<file path="config.mk">
export PLATFORM = sky130hd
export DESIGN_NAME = ms13_master_responder
export DESIGN_NICKNAME = d
export VERILOG_FILES = /design/src/rtl/ms13_master_responder_pkg.sv /design/src/rtl/ms13_master_responder_fifo.sv /design/src/rtl/ms13_master_responder.sv
export SDC_FILE = /design/constraint.sdc
export NUM_CORES = 1
export LEC_CHECK = 0
export CORE_MARGIN = 2
export CORE_UTILIZATION = 26
export DETAILED_ROUTE_END_ITERATION = 12
export GPL_ROUTABILITY_DRIVEN = 1
export SLEW_MARGIN = 5
export SYNTH_ARGS = -nofsm -noshare
export SYNTH_HDL_FRONTEND = slang
export SYNTH_SLANG_ARGS = --single-unit
</file>
<file path="constraint.sdc">
create_clock -name clk -period 5.8 [get_ports clk]
set_input_delay 0.58 -clock clk [delete_from_list [all_inputs] [get_ports clk]]
set_output_delay 0.58 -clock clk [all_outputs]
set_load 0.005 [all_outputs]
</file>
<file path="src/rtl/ms13_master_responder_pkg.sv">
// Shared types and arithmetic helpers for the master-side responder of TestMasterSlave13.
package ms13_responder_types;

  typedef enum logic [1:0] {
    SEC_IDLE,
    SEC_CALC,
    SEC_SEND
  } Sections_resp;

  localparam logic signed [31:0] INT_MAX = 32'sh7FFF_FFFF;
  localparam logic signed [31:0] INT_MIN = 32'sh8000_0000;

  // Overflow only when both operands share a sign and the result's sign differs.
  function automatic logic signed [31:0] sat_add(input logic signed [31:0] a,
                                                 input logic signed [31:0] b);
    logic signed [31:0] s;
    s = a + b;
    if ((a[31] == b[31]) && (s[31] != a[31]))
      return a[31] ? INT_MIN : INT_MAX;
    return s;
  endfunction

endpackage

</file>
<file path="src/rtl/ms13_master_responder_fifo.sv">
// Word buffer between m_out capture and the section machine; occupancy count spans 0..DEPTH.
module ms13_resp_fifo #(
  parameter int unsigned DEPTH = 4
) (
  input  logic        clk,
  input  logic        rst,
  input  logic        push,
  input  logic        pop,
  input  logic [31:0] din,
  output logic [31:0] dout,
  output logic        full,
  output logic        empty
);
  localparam int unsigned AW = $clog2(DEPTH);
  localparam logic [AW:0] DEPTH_CNT = DEPTH[AW:0];

  logic [31:0]   mem [DEPTH];
  logic [AW-1:0] wptr;
  logic [AW-1:0] rptr;
  logic [AW:0]   count;

  assign full  = (count == DEPTH_CNT);
  assign empty = (count == '0);
  assign dout  = mem[rptr];

  always_ff @(posedge clk) begin
    if (push) mem[wptr] <= din;
  end

  always_ff @(posedge clk or negedge rst) begin
    if (!rst) begin
      wptr  <= '0;
      rptr  <= '0;
      count <= '0;
    end else begin
      if (push) wptr <= wptr + 1'b1;
      if (pop)  rptr <= rptr + 1'b1;
      case ({push, pop})
        2'b10:   count <= count + 1'b1;
        2'b01:   count <= count - 1'b1;
        default: count <= count;
      endcase
    end
  end

endmodule

</file>
<file path="src/rtl/ms13_master_responder.sv">
// Master-side responder: buffers m_out words, feeds back m_in and streams a running sum.
// Optional saturating arithmetic when MS13_RESPONDER_SATURATE_EN is defined.
module ms13_master_responder
  import ms13_responder_types::*;
#(
  parameter int unsigned        DEPTH  = 4,
  parameter logic signed [31:0] OFFSET = 32'sd1
) (
  input  logic        clk,
  input  logic        rst,
  input  logic [31:0] m_out,
  input  logic        m_out_notify,
  output logic [31:0] m_in,
  output logic [31:0] res_out,
  output logic        res_out_notify,
  input  logic        res_out_sync,
  output logic [7:0]  drop_cnt,
  output logic        overflow
);
  Sections_resp sec;
  logic [31:0]  work;
  logic [31:0]  acc;
  logic [31:0]  sum;
  logic [31:0]  m_next;
  logic [31:0]  fifo_dout;
  logic         fifo_full;
  logic         fifo_empty;
  logic         push;
  logic         pop;
  logic         drop;

  // A pop on the same edge frees a slot, so a full FIFO can still accept the word.
  always_comb begin
    pop  = (sec == SEC_IDLE) && !fifo_empty;
    push = m_out_notify && (!fifo_full || pop);
    drop = m_out_notify && fifo_full && !pop;
  end

`ifdef MS13_RESPONDER_SATURATE_EN
  assign sum    = sat_add(acc, work);
  assign m_next = sat_add(work, OFFSET);
`else
  assign sum    = acc + work;
  assign m_next = work + OFFSET;
`endif

  ms13_resp_fifo #(.DEPTH(DEPTH)) u_fifo (
    .clk   (clk),
    .rst   (rst),
    .push  (push),
    .pop   (pop),
    .din   (m_out),
    .dout  (fifo_dout),
    .full  (fifo_full),
    .empty (fifo_empty)
  );

  always_ff @(posedge clk or negedge rst) begin
    if (!rst) begin
      sec            <= SEC_IDLE;
      work           <= '0;
      acc            <= '0;
      m_in           <= '0;
      res_out        <= '0;
      res_out_notify <= 1'b0;
      drop_cnt       <= '0;
      overflow       <= 1'b0;
    end else begin
      if (drop) begin
        if (drop_cnt != '1) drop_cnt <= drop_cnt + 1'b1;
        overflow <= 1'b1;
      end
      case (sec)
        SEC_IDLE: begin
          if (!fifo_empty) begin
            work <= fifo_dout;
            sec  <= SEC_CALC;
          end
        end
        SEC_CALC: begin
          acc            <= sum;
          m_in           <= m_next;
          res_out        <= sum;
          res_out_notify <= 1'b1;
          sec            <= SEC_SEND;
        end
        SEC_SEND: begin
          if (res_out_sync) begin
            res_out_notify <= 1'b0;
            sec            <= SEC_IDLE;
          end
        end
        default: sec <= SEC_IDLE;
      endcase
    end
  end

endmodule

</file>
==> out/metrics.yaml, run 1 <==
sta:
  fin_crit_ns: 2.84
  rsz0062_at_grt: "false"
  finalHoldViolations: 0
  drv_slew: 0
  min_period_over_period_pct: 49.0
  tns_ns: 0
  setup_ws_ns: 2.96
  setup_viol: 0
  fin_skew_ns: 0.0132
  slew_headroom_pct: 35.2
  tightest_slew_ns: 0.971
  fmax_ghz: 0.352
worst_setup_path:
  startpoint_type: "flop"
  critPathMaxFanout: 5
  cp_slowest_stage_delay_ns: 0.42
  endpoint_kind: "flop"
  r2r-start: "work[0]"
  r2r_end: "acc[28]"
  startpoint: "work[0]"
  criticalPathCategory: "flop to flop"
  path_cells: "ha_1, fa_1, a21oi_1, nor2_1, o31ai_1, a21oi_1, o21ai_1, nor3_1, or3_1, o311ai_0"
  r2r.worst_path.cells: 10
  setup.worst_path.end: "acc[28]"
  rrSetupSlack_ns: 2.96
  path_common_cell: "a21oi_1"
  cpMaxStageDelayCell: "dfrtp_1"
  cp.arrival_ns: 3.26
  cp.required_ns: 6.22
job:
  max-cap-violations: 0
grt:
  first_global_vias: 6930
  antenna_found_initial: 8
  grt_overflow: 0
  grt_max_degree: 69
  grt_pass1_wl_mm: 40.0
  grt_usage_pct: 11.5
logic_synthesis:
  synth.most_common_cell: "edfxtp_1"
  synth_top_area_share_pct: 34.2
  seq_area_frac_synth_pct: 59.8
  synth_ff_type: "edfxtp_1"
  syn_inst: 855
  yosys.area.top_type: "edfxtp_1"
  synthTopCellsByCount: "128 x edfxtp_1, 115 x dfrtp_1, 110 x nand2_1, 66 x o21ai_0, 38 x ha_1"
  yosysWarnings: 0
  synth_edf_count: 128
  syn-num-nets: 931
  async_flop_share_pct: 47.3
  synthTopCellsByArea: "edfxtp_1 34%, dfrtp_1 26%, mux4_2 6.4%, ha_1 4.2%, nand2_1 3.7%"
  synth_cell_types: 67
  synth_area_mm2: 0.0112
  ys_seq_elements: 243
  avgSynthCellArea_um2: 13.2
cells_and_area:
  drive_above_1_share_pct: 14.8
  syn_to_final_growth_pct: 23.4
  multiInputGateArea_mm2: 0.00432
  seqCellArea_mm2: 0.00672
  fill_cells: 4292
  fin_nets: 1038
placed_design:
  io_buffers: 109
  gp_congestion: 0.816
  dpl.hpwl_mm: 18.1
  dp_slack_ns: 2.92
clock_tree:
  insertion_delay_ns: 0.53
  cts_buffers: 26
  cts_sinks: 243
  post_cts_buffers: 0
  clk_pin_slew_worst_paths_ns: 0.06
  cts.repair.resized: 0
  ctsHoldBuffers: 0
  cts_tree: "yes"
  clockRootBuffer: "clkbuf_16"
  clockBufferDepth: 3
  cts_htree_levels: 1
drt:
  vias_per_cell: 4.38
  drtIter0Drc: 487
  remaining_drc_errors: 0
  routedWlPerCell_um: 16.3
  firstDrtPassIters: 4
  wl_mm: 25.6
  vias: 6869
  final_antenna_net_count: 0
pwr:
  p_clk_share_pct: 20.2
  power.density_mw_per_mm2: 612
  p_sw_share_pct: 37.2
  p_seq_share_pct: 34.9
  irDropWorstVdd_uv: 221
  p_int_uw: 5340
  switchingPower_uw: 3160
  combPwrFrac_pct: 44.9
  power.leakage_uw: 0.00519
floorplan:
  initial_utilization_pct: 26.2
  boundaryPins: 110
  die_w_um: 212
  coreArea_mm2: 0.0429
  die-area_mm2: 0.0449
  rows: 76
  die_h_um: 212
worst_hold_path:
  hold_path_class: "primary input to async pin"
outcome:
  outcome: "finished clean"
registers in the layout, summed over array words and instances, names as in the netlist, 3 cells and up:
register,cells
acc,32
u_fifo.count,3
m_in,32
u_fifo.mem,128
work,32
drop_cnt,8
layout by cell type (no fill, tap or decap), types with 9 or more instances in the layout:
cell,instances
mux2_2,32
inv_1,12
dfrtp_1,113
and3_1,10
ha_1,38
xnor2_1,36
nand2_1,110
buf_4,9
nand4_1,14
edfxtp_1,128
clkbuf_16,27
clkdlybuf4s50_1,108
mux4_2,32
nor2_1,36
o21ai_1,10
xor2_1,36
a21o_1,14
nand3_1,15
a21oi_1,29
o21ai_0,66
worst max-delay path, delay by kind of cell (launching register included):
family,cells,cell delay (ns)
and+or+nand+nor,3,0.51
DFF,1,0.42
adders and majority gates,2,0.62
AOI/OAI and AO/OA,5,1.17
logic make-up after synthesis:
group           Yosys count  synth area share (%)
compound gates          156                  8.60
fa+ha+maj                40                  4.58
simple gates            229                  9.78
xor+xnor                 72                  5.61
buf+inv                  50                  1.92
flops                   243                  59.8
mux                      65                  9.75
area by class of cell:
class	count	share of cell area (%)
antenna	3	0.0541
sequential	243	48.4
tap	585	5.27
clock buffer	34	5.34
inverter	12	0.324
multi-input combinational	562	31.1
clock inverter	14	1.16
timing repair buffer	117	8.27
power groups by stage:
stage	registers (uW)	clock network (uW)	logic, uW
2_1_floorplan	2790	0	2760
3_3_place_gp	2980	0	3850
3_5_place_dp	3010	0	3860
4_1_cts	2970	1770	3880
5_1_grt	3050	1850	4260
6_report	2960	1720	3820
metal layers:
layer | vias to the layer above | global-route usage (%) | routed length (um)
met1 | 3347 | 15.1 | 11700
li1 | 3355 | - | -
met5 | - | 0 | 62
met2 | 117 | 18.5 | 11800
met4 | 10 | 2.36 | 351
met3 | 40 | 3.75 | 1780
metrics by stage:
| stage | total power, uW | cell area [um^2] | hold WS, ns | utilization (%) | std cells |
|---|---|---|---|---|---|
| floorplan | 5560 | 11200 | 0.284 | - | 855 |
| global placement | 6830 | 13000 | 0.455 | 30.2 | 1519 |
| detailed placement | 6870 | 13000 | 0.458 | 30.2 | 1519 |
| CTS | 8620 | 13900 | 0.133 | 32.4 | 1567 |
| global route | 9150 | 13900 | 0.166 | 32.4 | 1567 |
| finish | 8500 | 13900 | 0.106 | 32.4 | 1570 |
worst min-delay path by stage:
stage / start / endpoint / slack (ns) / cells past startpoint
detailed placement: overflow / overflow / 0.46 / 1
global route: rst / drop_cnt[3] / 0.17 / 1
global placement: overflow / overflow / 0.46 / 1
finish: rst / drop_cnt[3] / 0.11 / 1
CTS: rst / drop_cnt[3] / 0.13 / 1
floorplan: rst / acc[0] / 0.28 / 0
Power figures use the tool's default switching activity.
==> run 2, diff against run 1 <==
Clock period 5.8 ns to 2.6 ns, I/O delays scaled along.
==> run 2 against run 1 <==
Sequential share of layout area fell by 1.4 points; first-iteration DRC count fell by 4.1%; wire length rose by 4.0%; worst setup slack got worse by 2.9 ns; highest routed layer unchanged.
==> out/metrics.yaml, run 2 (synthesized netlist as in run 1, its figures left out) <==
sta:
  fin_crit_ns: 2.50  # -0.345 ns
  finalHoldViolations: 0  # unchanged
  setup_viol: 0  # unchanged
  slew_headroom_pct: 47.8  # +13 points
  min_period_over_period_pct: 96.1  # +47 points
  drv_slew: 0  # unchanged
  fmax_ghz: 0.400  # +14%
  rsz0062_at_grt: "true"
  fin_skew_ns: 0.0164  # +0.00317 ns
  tightest_slew_ns: 0.781  # -0.190 ns
pwr:
  power_uw: 19700  # +130%
  power.density_mw_per_mm2: 1370  # +120%
  power.leakage_uw: 0.00541  # +4.1%
  irDropWorstVdd_uv: 541  # +140%
worst_setup_path:
  criticalPathCategory: "flop to flop"
  path_cells: "ha_1, a21oi_2, o221ai_2, or3_4, o21ai_4, nand2_4, a31oi_4, xnor2_1, mux2_4"
  cp.required_ns: 3.01  # -3.21 ns
  rrSetupSlack_ns: 0.10  # -2.85 ns
  endpoint_kind: "flop"
  startpoint_type: "flop"
  cp_slowest_stage_delay_ns: 0.40  # -0.02 ns
  critPathMaxFanout: 4  # -1
  cpMaxStageDelayCell: "dfrtp_1"
  startpoint: "acc[8]"
  r2r-start: "acc[8]"
  cp.arrival_ns: 2.91  # -0.35 ns
  r2r.worst_path.cells: 9  # -1
cells_and_area:
  drive_above_1_share_pct: 19.0  # +4.2 points
  final_cell_mix: "128 x edfxtp_1, 114 x dfrtp_1, 110 x nand2_1, 108 x clkdlybuf4s50_1, 66 x o21ai_0"
  final_core_util_pct: 33.3  # +0.97 points
  final_common_cell: "edfxtp_1"
  regMostFlops: "u_fifo.mem"
  final_area_mm2: 0.0143  # +3.0%
  largest_reg_flops: 128  # unchanged
  fin_nets: 1083  # +4.3%
  syn_to_final_growth_pct: 27.2
  fin_cells: 1616  # +2.9%
placed_design:
  io_buffers: 109  # unchanged
  dp_cells: 1560  # +2.7%
  gp_congestion: 0.845  # +3.6%
  dpl.hpwl_mm: 19.2  # +5.6%
  placed_cell_area_mm2: 0.0133  # +2.7%
drt:
  vias: 7129  # +3.8%
  routedWlPerCell_um: 16.5  # +1.0%
  drtIter0Drc: 467  # -4.1%
  vias_per_cell: 4.41  # +0.83%
  wl_mm: 26.7  # +4.0%
  firstDrtPassIters: 5  # +1
  remaining_drc_errors: 0  # unchanged
  final_antenna_net_count: 0  # unchanged
job:
  max-cap-violations: 0  # unchanged
floorplan:
  die-area_mm2: 0.0449  # unchanged
  boundaryPins: 110  # unchanged
  initial_utilization_pct: 26.2  # unchanged
  coreArea_mm2: 0.0429  # unchanged
  die_w_um: 212  # unchanged
  die_h_um: 212  # unchanged
  rows: 76  # unchanged
clock_tree:
  cts_sinks: 243  # unchanged
  clockRootBuffer: "clkbuf_16"
  clockBufferDepth: 3  # unchanged
  cts_tree: "yes"
  insertion_delay_ns: 0.53  # about the same
  cts_buffers: 26  # unchanged
  cts_htree_levels: 1  # unchanged
  clk_pin_slew_worst_paths_ns: 0.06  # about the same
outcome:
  outcome: "finished clean"
worst_hold_path:
  hold_path_class: "primary input to async pin"
grt:
  grt_max_degree: 79  # +14%
  grt_overflow: 0  # unchanged
  grt_usage_pct: 11.9  # +0.45 points
  grt_pass1_wl_mm: 41.6  # +4.0%
  first_global_vias: 7131  # +2.9%
  antenna_found_initial: 8  # unchanged
## run 2: per-layer routing
layer  vias up  track usage (%)  routed length (um)  part of all wire [%]
met5         -                0                  66                  0.25
met4        10             2.60                 347                   1.3
met3        36             3.46                1690                   6.3
met2       142             19.1               12300                    46
met1      3487             16.1               12200                    46
li1       3454                -                   -                     -
## run 2: layout make-up
type / instances / area, um^2
Timing Repair Buffer: 162 / 1540
Clock inverter: 10 / 103
Clock buffer: 37 / 743
Inverter: 12 / 45.0
Tap cell: 585 / 732
Antenna cell: 5 / 12.5
Sequential cell: 243 / 6720
Fill cell: 4184 / 28600
Multi-Input combinational cell: 562 / 4400
## run 2: critical path: cells and delay by family (launching register included)
| family | cells | cell delay, ns |
|---|---|---|
| simple gates | 2 | 0.47 |
| mux | 1 | 0.25 |
| compound gates | 4 | 0.79 |
| flops | 1 | 0.40 |
| fa+ha+maj | 1 | 0.38 |
| xor+xnor | 1 | 0.08 |
## run 2: worst paths after layout
kind                               end
max                            acc[23]
min                        drop_cnt[7]
max reg2reg                    acc[23]
min reg2reg                   overflow
max in group asynchronous      m_in[8]
min in group clk                sec[1]
## run 2: metrics by stage
stage          hold slack [ns]  setup slack, ns  setup TNS [ns]
6_report                 0.302            0.102               0
5_1_grt                  0.345          -0.0360         -0.0851
4_1_cts                  0.320           0.0248               0
3_5_place_dp             0.350           -0.117          -0.117
3_3_place_gp             0.344           -0.103          -0.103
2_1_floorplan          -0.0356           0.0996               0
## run 2: repair_timing
item | 4_1_cts | 5_1_grt
endpoints found under the setup margin | 2 | 11
pin swaps | 2 | 9
hold endpoints to repair | 44 | 0
hold buffers | 1 | 0
resized for setup | 2 | 17
setup buffers | 0 | 3
## run 2: power by group
group,internal (uW),switching (uW)
clock network,2180,1470
registers,5410,979
logic,4720,4900
total,12300,7340
